<file path="src/rtl/fir_ctrl_pkg.sv">
// Shared state type and default geometry for the folded 5-tap FIR sequencer.
package fir_ctrl_pkg;

    localparam int DEF_TAPS = 5;
    localparam int DEF_CW   = 12;
    localparam int DEF_AW   = 3;

    typedef enum logic [1:0] {
        ST_IDLE  = 2'd0,
        ST_RUN   = 2'd1,
        ST_DRAIN = 2'd2
    } fir_state_t;

    // Tap index of the last cycle in a frame; the bank swap and out_valid key off it.
    function automatic int frame_last_tap(input int taps);
        return taps - 1;
    endfunction

endpackage

</file>
<file path="src/rtl/fir_coef_bank.sv">
// Double-buffered coefficient store: shadow written over the config port,
// copied wholesale into the active bank, active[tap] presented as a registered output.
module fir_coef_bank
    import fir_ctrl_pkg::*;
#(
    parameter int TAPS = DEF_TAPS,
    parameter int CW   = DEF_CW,
    parameter int AW   = DEF_AW
) (
    input  logic          clk100,
    input  logic          rstn,
    input  logic          wr_en,
    input  logic [AW-1:0] wr_addr,
    input  logic [CW-1:0] wr_data,
    input  logic          copy,
    input  logic [AW-1:0] rd_tap,
    output logic [CW-1:0] coef_out
);

    logic [CW-1:0] shadow_q [TAPS];
    logic [CW-1:0] shadow_d [TAPS];
    logic [CW-1:0] active_q [TAPS];
    logic [CW-1:0] active_d [TAPS];
    logic [CW-1:0] coef_d;

    // A write and a copy in the same cycle: the copy sees the freshly written shadow.
    always_comb begin
        coef_d = '0;
        for (int i = 0; i < TAPS; i++) begin
            shadow_d[i] = (wr_en && wr_addr == AW'(i)) ? wr_data : shadow_q[i];
            active_d[i] = copy ? shadow_d[i] : active_q[i];
        end
        for (int i = 0; i < TAPS; i++) begin
            if (rd_tap == AW'(i)) coef_d = active_d[i];
        end
    end

    always_ff @(posedge clk100) begin
        if (!rstn) begin
            for (int i = 0; i < TAPS; i++) begin
                shadow_q[i] <= '0;
                active_q[i] <= '0;
            end
            coef_out <= '0;
        end else begin
            for (int i = 0; i < TAPS; i++) begin
                shadow_q[i] <= shadow_d[i];
                active_q[i] <= active_d[i];
            end
            coef_out <= coef_d;
        end
    end

endmodule

</file>
<file path="src/rtl/fir_fold_ctrl.sv">
// Single-clock sequencer for the folded FIR MAC: tap counter, MAC strobes and
// frame-aligned coefficient commit. Optional frame_cnt output with FIR_CTRL_FRAMECNT_EN.
//   state    | meaning
//   ST_IDLE  | stopped, tap held at 0, commits copy immediately
//   ST_RUN   | counting taps, one frame per TAPS cycles
//   ST_DRAIN | run_en dropped mid-frame, finishing the frame then IDLE
module fir_fold_ctrl
    import fir_ctrl_pkg::*;
#(
    parameter int TAPS = DEF_TAPS,
    parameter int CW   = DEF_CW,
    parameter int AW   = DEF_AW
) (
    input  logic          clk100,
    input  logic          rstn,
    input  logic          run_en,
    input  logic          cfg_valid,
    output logic          cfg_ready,
    input  logic [AW-1:0] cfg_addr,
    input  logic [CW-1:0] cfg_data,
    input  logic          cfg_commit,
    output logic          cfg_err,
    output logic          commit_done,
    output logic          sample_en,
    output logic [AW-1:0] tap_sel,
    output logic [CW-1:0] coef_out,
    output logic          acc_clr,
    output logic          acc_en,
    output logic          out_valid,
    output logic          busy
`ifdef FIR_CTRL_FRAMECNT_EN
    ,
    output logic [15:0]   frame_cnt
`endif
);

    localparam logic [AW-1:0] TAP_LAST = AW'(frame_last_tap(TAPS));

    fir_state_t    state_q, state_d;
    logic [AW-1:0] tap_q, tap_d;
    logic          pending_q, cfg_live_q, cfg_err_q, commit_done_q, out_valid_q;
    logic          frame_end, frame_last, addr_ok, wr_fire, commit_take, copy_now;

    always_comb begin
        state_d = state_q;
        tap_d   = '0;
        case (state_q)
            ST_IDLE: begin
                if (run_en) state_d = ST_RUN;
            end
            ST_RUN: begin
                tap_d = frame_end ? '0 : tap_q + AW'(1);
                if (!run_en) state_d = frame_end ? ST_IDLE : ST_DRAIN;
            end
            ST_DRAIN: begin
                tap_d = frame_end ? '0 : tap_q + AW'(1);
                if (frame_end) state_d = ST_IDLE;
            end
            default: state_d = ST_IDLE;
        endcase
    end

    assign busy        = (state_q != ST_IDLE);
    assign frame_end   = (tap_q == TAP_LAST);
    assign frame_last  = busy && frame_end;
    assign cfg_ready   = cfg_live_q && !pending_q;
    assign addr_ok     = ({1'b0, cfg_addr} < (AW + 1)'(TAPS));
    assign wr_fire     = cfg_valid && cfg_ready;
    assign commit_take = cfg_commit && !pending_q;
    // Copy only between frames; once commit_done has fired the request is spent.
    assign copy_now    = ((pending_q && !commit_done_q) || commit_take) && (!busy || frame_end);

    always_ff @(posedge clk100) begin
        if (!rstn) begin
            state_q       <= ST_IDLE;
            tap_q         <= '0;
            pending_q     <= 1'b0;
            cfg_live_q    <= 1'b0;
            cfg_err_q     <= 1'b0;
            commit_done_q <= 1'b0;
            out_valid_q   <= 1'b0;
        end else begin
            state_q       <= state_d;
            tap_q         <= tap_d;
            cfg_live_q    <= 1'b1;
            cfg_err_q     <= wr_fire && !addr_ok;
            commit_done_q <= copy_now;
            out_valid_q   <= frame_last;
            if (commit_done_q) pending_q <= 1'b0;
            else if (commit_take) pending_q <= 1'b1;
        end
    end

    assign tap_sel     = tap_q;
    assign sample_en   = busy && (tap_q == '0);
    assign acc_clr     = busy && (tap_q == '0);
    assign acc_en      = busy && (tap_q != '0);
    assign out_valid   = out_valid_q;
    assign cfg_err     = cfg_err_q;
    assign commit_done = commit_done_q;

    fir_coef_bank #(
        .TAPS (TAPS),
        .CW   (CW),
        .AW   (AW)
    ) u_bank (
        .clk100   (clk100),
        .rstn     (rstn),
        .wr_en    (wr_fire && addr_ok),
        .wr_addr  (cfg_addr),
        .wr_data  (cfg_data),
        .copy     (copy_now),
        .rd_tap   (tap_d),
        .coef_out (coef_out)
    );

`ifdef FIR_CTRL_FRAMECNT_EN
    always_ff @(posedge clk100) begin
        if (!rstn) frame_cnt <= '0;
        else if (frame_last) frame_cnt <= frame_cnt + 16'd1;
    end
`endif

endmodule
</file>
<file path="config.mk">
export PLATFORM = sky130hd
export DESIGN_NAME = fir_fold_ctrl
export DESIGN_NICKNAME = d
export VERILOG_FILES = /design/src/rtl/fir_ctrl_pkg.sv /design/src/rtl/fir_coef_bank.sv /design/src/rtl/fir_fold_ctrl.sv
export SDC_FILE = /design/constraint.sdc
export NUM_CORES = 1
export LEC_CHECK = 0
export BUFFER_PORTS_ARGS = -buffer_cell sky130_fd_sc_hd__buf_4
export CAP_MARGIN = 20
export CORE_AREA = 2 2 124 102
export CTS_CLUSTER_DIAMETER = 30
export DETAILED_ROUTE_END_ITERATION = 6
export DIE_AREA = 0 0 126 104
export MAX_ROUTING_LAYER = met4
export PLACE_DENSITY = 0.72
export SLEW_MARGIN = 15
export SYNTH_ARGS = -nofsm -noshare
export SYNTH_HDL_FRONTEND = slang
export SYNTH_SLANG_ARGS = --single-unit
</file>
<file path="constraint.sdc">
create_clock -name clk100 -period 2.9 [get_ports clk100]
set_clock_uncertainty 0.2 [all_clocks]
set_input_delay 0.435 -clock clk100 [delete_from_list [all_inputs] [get_ports clk100]]
set_output_delay 0.435 -clock clk100 [all_outputs]
set_load 0.01 [all_outputs]
</file>
==> Implementation_results.wiki <==
{| class="wikitable"
! Metric !! Value
|-
| Sequential share of power || between 30% and 40%
|-
| Number of iterations in the first detailed-routing pass || 7
|-
| Combinational share of power || a little over a third
|-
| Antenna violations before repair || 0
|-
| Wire length of the first global-routing pass || about 24000 microns
|-
| Startpoint class of the critical path || flip-flop
|-
| Seq/Total Area, Yosys || 49.1%
|-
| Warning count from the yosys run || 0
|-
| Post-synth EDFFs || 0
|-
| DR WL met3 || around 1100 microns
|-
| Post-synthesis average cell area || ~9.0 sq um
|-
| Highest metal layer with signal wires || met4
|-
| DR DRC count || 0
|-
| Post-Layout Inst Area || ~0.0067 sq mm
|-
| Resized Gates After CTS || 0
|-
| Core Box Area || approximately 0.012 sq mm
|-
| Worst EP required || between 3000 and 4000 ps
|-
| Predominant post-synthesis flop cell || sky130_fd_sc_hd__dfxtp_1
|-
| Syn_nets || approximately 670
|-
| CP Buf/Inv Count || 1
|-
| Final period utilization || about 95%
|-
| Ratio of cells with drive above 1 in the final layout || between 15 and 20%
|-
| Met1 wire length || ~7000 microns
|-
| Number of hold-slack violations in the final timing report || 0
|-
| Floorplan die width || around 130 microns
|-
| Number of buffers inserted for hold repair after clock tree synthesis || 0
|-
| Wire length per cell after detailed routing || around 18 microns
|-
| P_sw || about 2.3 mW
|-
| Switching power share of the total || 34.1%
|-
| Clock Sinks || 142
|-
| Congestion Overflow GR || 0
|-
| Total Nets Final || about 700
|-
| Critical path class || reg -> reg
|-
| Clock-pin slew reported for the worst setup and hold paths after clock tree synthesis || approximately 60 ps
|-
| Most area-hungry cell type in the Yosys netlist || sky130_fd_sc_hd__dfxtp_1
|-
| Antenna viol nets, final || 0
|-
| Starting Density || 48.7%
|-
| Cell Area, Placed || just over 0.006 sq mm
|-
| Area added between synthesis and finish || 15.5%
|-
| Worst slew margin relative to its limit || 28.4%
|-
| Unrepaired setup endpoints after global routing || no
|-
| TritonCTS buffer count || 17
|-
| Share of synthesized registers carrying an async set or reset || 0%
|-
| Cell depth of the worst flop-to-flop path || 8
|-
| Die area || roughly 0.013 sq mm
|-
| Arrival time reported for the critical path endpoint || 2900 ps
|-
| Crit path depth || 8
|-
| Power density cells || roughly 990 mW/mm^2
|-
| Post-Syn Instances || ~650
|-
| Cell leakage power || roughly 2.5 nW
|-
| Non-filler instance count after layout || roughly 840
|-
| Worst Hold Class || in -> reg
|-
| Vias post-DR || 4938
|-
| Capture endpoint of the worst hold path || cfg_err
|-
| Clock buffer depth || 2
|-
| TritonCTS clock tree || built
|-
| Top cell type's share of synthesized area || around 49%
|-
| Slowest cell delay on critical path || between 800 and 900 ps
|-
| Detailed-routed wire length on met2 || 6900 microns
|-
| Slew Viols, Final || 0
|-
| Final wirelength || between 15000 and 20000 microns
|-
| Number of core rows || 36
|-
| Seq cells post-synth || 142
|-
| Setup TNS || 0 ps
|-
| Half-perimeter wire length after detailed placement || a little over 9000 microns
|-
| Cell area after synthesis || around 0.0058 sq mm
|-
| Global routing usage summed across all routing layers || about a quarter
|-
| Max-Cap Viols || 0
|-
| Status || finished clean
|-
| Number of setup buffers added after CTS || 0
|-
| CP max FO || 12
|-
| Maximum achievable frequency || 0.362 GHz
|-
| Cell Chain, Critical Path || inv_1, ha_1, nand2_1, a21boi_0, nor2_1, a221o_1, o21ai_0, a31oi_1
|-
| Number of distinct library cell variants in the gate-level netlist after synthesis || 43
|-
| Placed insts || a little over 800
|-
| Root Driver || sky130_fd_sc_hd__clkbuf_16
|-
| Internal Dissipation || 4.38 mW
|-
| Insertion delay of the later-clocked pin in the worst-skew pair || about 420 ps
|-
| Gpl congestion || 0.854
|-
| DRT iter0 DRCs || 367
|-
| Hold path startpoint || cfg_addr[2]
|-
| Kind of cell adding the most delay to the critical path || simple AND/OR/NAND/NOR gates
|-
| N_diodes || 0
|-
| Final setup fails || 0
|-
| Number of instances on the worst hold path || 3
|-
| Worst slew pin tran || between 1000 and 1500 ps
|-
| Type of element capturing the critical path || flip-flop
|-
| Worst r2r dst || u_bank.coef_out[10]
|-
| Slowest-stage cell, CP || sky130_fd_sc_hd__nor2_1
|-
| Number of ports placed on the die boundary || 43
|-
| Overall die height || around 100 microns
|-
| Largest net degree at the start of global routing || 79
|-
| Fin crit period || approximately 2800 ps
|-
| Largest voltage drop on the vdd net || 0.000476 V
|-
| Count of input and output buffers || 42
|-
| Register-to-register setup slack || 130 ps
|-
| Via count of the first global-routing pass || approximately 4600
|-
| Leading cell types by total area after synthesis || sky130_fd_sc_hd__dfxtp_1 49%, sky130_fd_sc_hd__a31oi_1 6.9%, sky130_fd_sc_hd__nor2_1 5.6%
|-
| Power share of the clock group || between 20% and 30%
|-
| CTS H-tree depth || 4
|-
| Origin of the critical flop-to-flop path || tap_sel[0]
|-
| Post-DR vias/cell || between 5 and 6
|-
| Min Hold Slack || 92.3 ps
|}
## final cells by class
type	instances	area, sq um
multi-input cells	444	2640
repair buffers	60	488
flip-flops and latches	142	2840
well taps	152	190
clock buffers	22	454
clock inverters	8	45.0
fillers	1070	5200
inverters	7	26.3
## registers in the layout, indices dropped and copies added (netlist names)
name             flops
cfg_live_q           1
cfg_err              1
state_q              2
u_bank.active_q     60
pending_q            1
out_valid            1
u_bank.coef_out     12
u_bank.shadow_q     60
commit_done          1
tap_sel              3
## power by group through the flow
| stage | clock network [mW] | logic [mW] | registers (mW) |
|---|---|---|---|
| final | 1.87 | 2.34 | 2.45 |
| after global placement | 0 | 2.24 | 2.47 |
| after floorplan | 0 | 1.70 | 2.48 |
| after CTS | 1.89 | 2.32 | 2.45 |
| after detailed placement | 0 | 2.31 | 2.49 |
| after global routing | 1.97 | 2.57 | 2.48 |
## worst max-delay path by stage
stage | slack, ps | startpoint | end
after global placement | 260 | tap_sel[0] | u_bank.coef_out[10]
after floorplan | 590 | tap_sel[0] | u_bank.coef_out[6]
after detailed placement | 200 | tap_sel[0] | u_bank.coef_out[10]
after global routing | 5 | tap_sel[0] | u_bank.coef_out[1]
final | 130 | tap_sel[0] | u_bank.coef_out[10]
after CTS | 170 | tap_sel[0] | u_bank.coef_out[10]
## per-layer routing
metal	up-vias	GRT usage, %
li1	2333	-
met1	2367	31.2
met2	210	34.0
met3	28	6.94
met4	0	7.69
met5	-	-
## stage by stage
step	setup slack, ps	power [mW]	utilization, %
global route	5.29	7.01	56.3
detailed placement	202	4.80	52.1
global placement	258	4.71	52.1
CTS	168	6.66	56.3
floorplan	590	4.18	-
finish	135	6.66	56.3
## cells in the final DEF, fill, tap and decap left out, types with 2 or more instances in the layout
master	n
sky130_fd_sc_hd__buf_12	3
sky130_fd_sc_hd__a221o_1	10
sky130_fd_sc_hd__nor3b_1	6
sky130_fd_sc_hd__o2bb2ai_1	2
sky130_fd_sc_hd__nand3_1	19
sky130_fd_sc_hd__clkinvlp_4	2
sky130_fd_sc_hd__a21boi_0	2
sky130_fd_sc_hd__nor2_1	86
sky130_fd_sc_hd__nand2b_1	2
sky130_fd_sc_hd__nand4b_1	3
sky130_fd_sc_hd__o21ai_0	37
sky130_fd_sc_hd__or2_1	2
sky130_fd_sc_hd__inv_1	6
sky130_fd_sc_hd__o211ai_1	2
sky130_fd_sc_hd__mux2i_1	28
sky130_fd_sc_hd__and2_1	48
sky130_fd_sc_hd__clkinv_2	6
sky130_fd_sc_hd__clkbuf_1	4
sky130_fd_sc_hd__or2_2	2
sky130_fd_sc_hd__buf_4	57
sky130_fd_sc_hd__nand2_1	42
sky130_fd_sc_hd__clkbuf_16	17
sky130_fd_sc_hd__ha_1	6
sky130_fd_sc_hd__nor2b_1	2
sky130_fd_sc_hd__a31oi_1	64
sky130_fd_sc_hd__and3_1	2
sky130_fd_sc_hd__a21oi_1	53
sky130_fd_sc_hd__dfxtp_1	142
sky130_fd_sc_hd__a211oi_2	11
## synth_stat cells, drive strengths merged (2+ instances only)
master and number:
o211ai 2, and2 48, buf 22, dfxtp 142, nor2b 2, a21boi 2, o21ai 38, and3 3
nand2b 2, nor3b 6, a221o 10, clkbuf 31, o2bb2ai 2, a211oi 12, nor2 87, a21oi 53
nand3 19, a31oi 64, nand2 42, mux2i 28, nand4b 3, inv 7, ha 6, or2 4
## worst register-to-register path: stages, from the launching register on
cell	delay [ps]
sky130_fd_sc_hd__dfxtp_1	390
sky130_fd_sc_hd__inv_1	100
sky130_fd_sc_hd__ha_1	240
sky130_fd_sc_hd__nand2_1	150
sky130_fd_sc_hd__a21boi_0	190
sky130_fd_sc_hd__nor2_1	860
sky130_fd_sc_hd__a221o_1	270
sky130_fd_sc_hd__o21ai_0	120
sky130_fd_sc_hd__a31oi_1	180
## cells by family (layout without fill, tap and decap cells)
logic type	after synthesis	in the layout	synth area share (%)
AOI/OAI and AO/OA	186	186	20.3
xor gates and xnor gates	1	1	0.151
adders and majority gates	6	6	1.30
buffers and inverters	60	97	5.36
DFF	142	142	49.1
muxes	29	29	5.03
and+or+nand+nor	222	222	18.8
(Power assumes the default switching activity.)
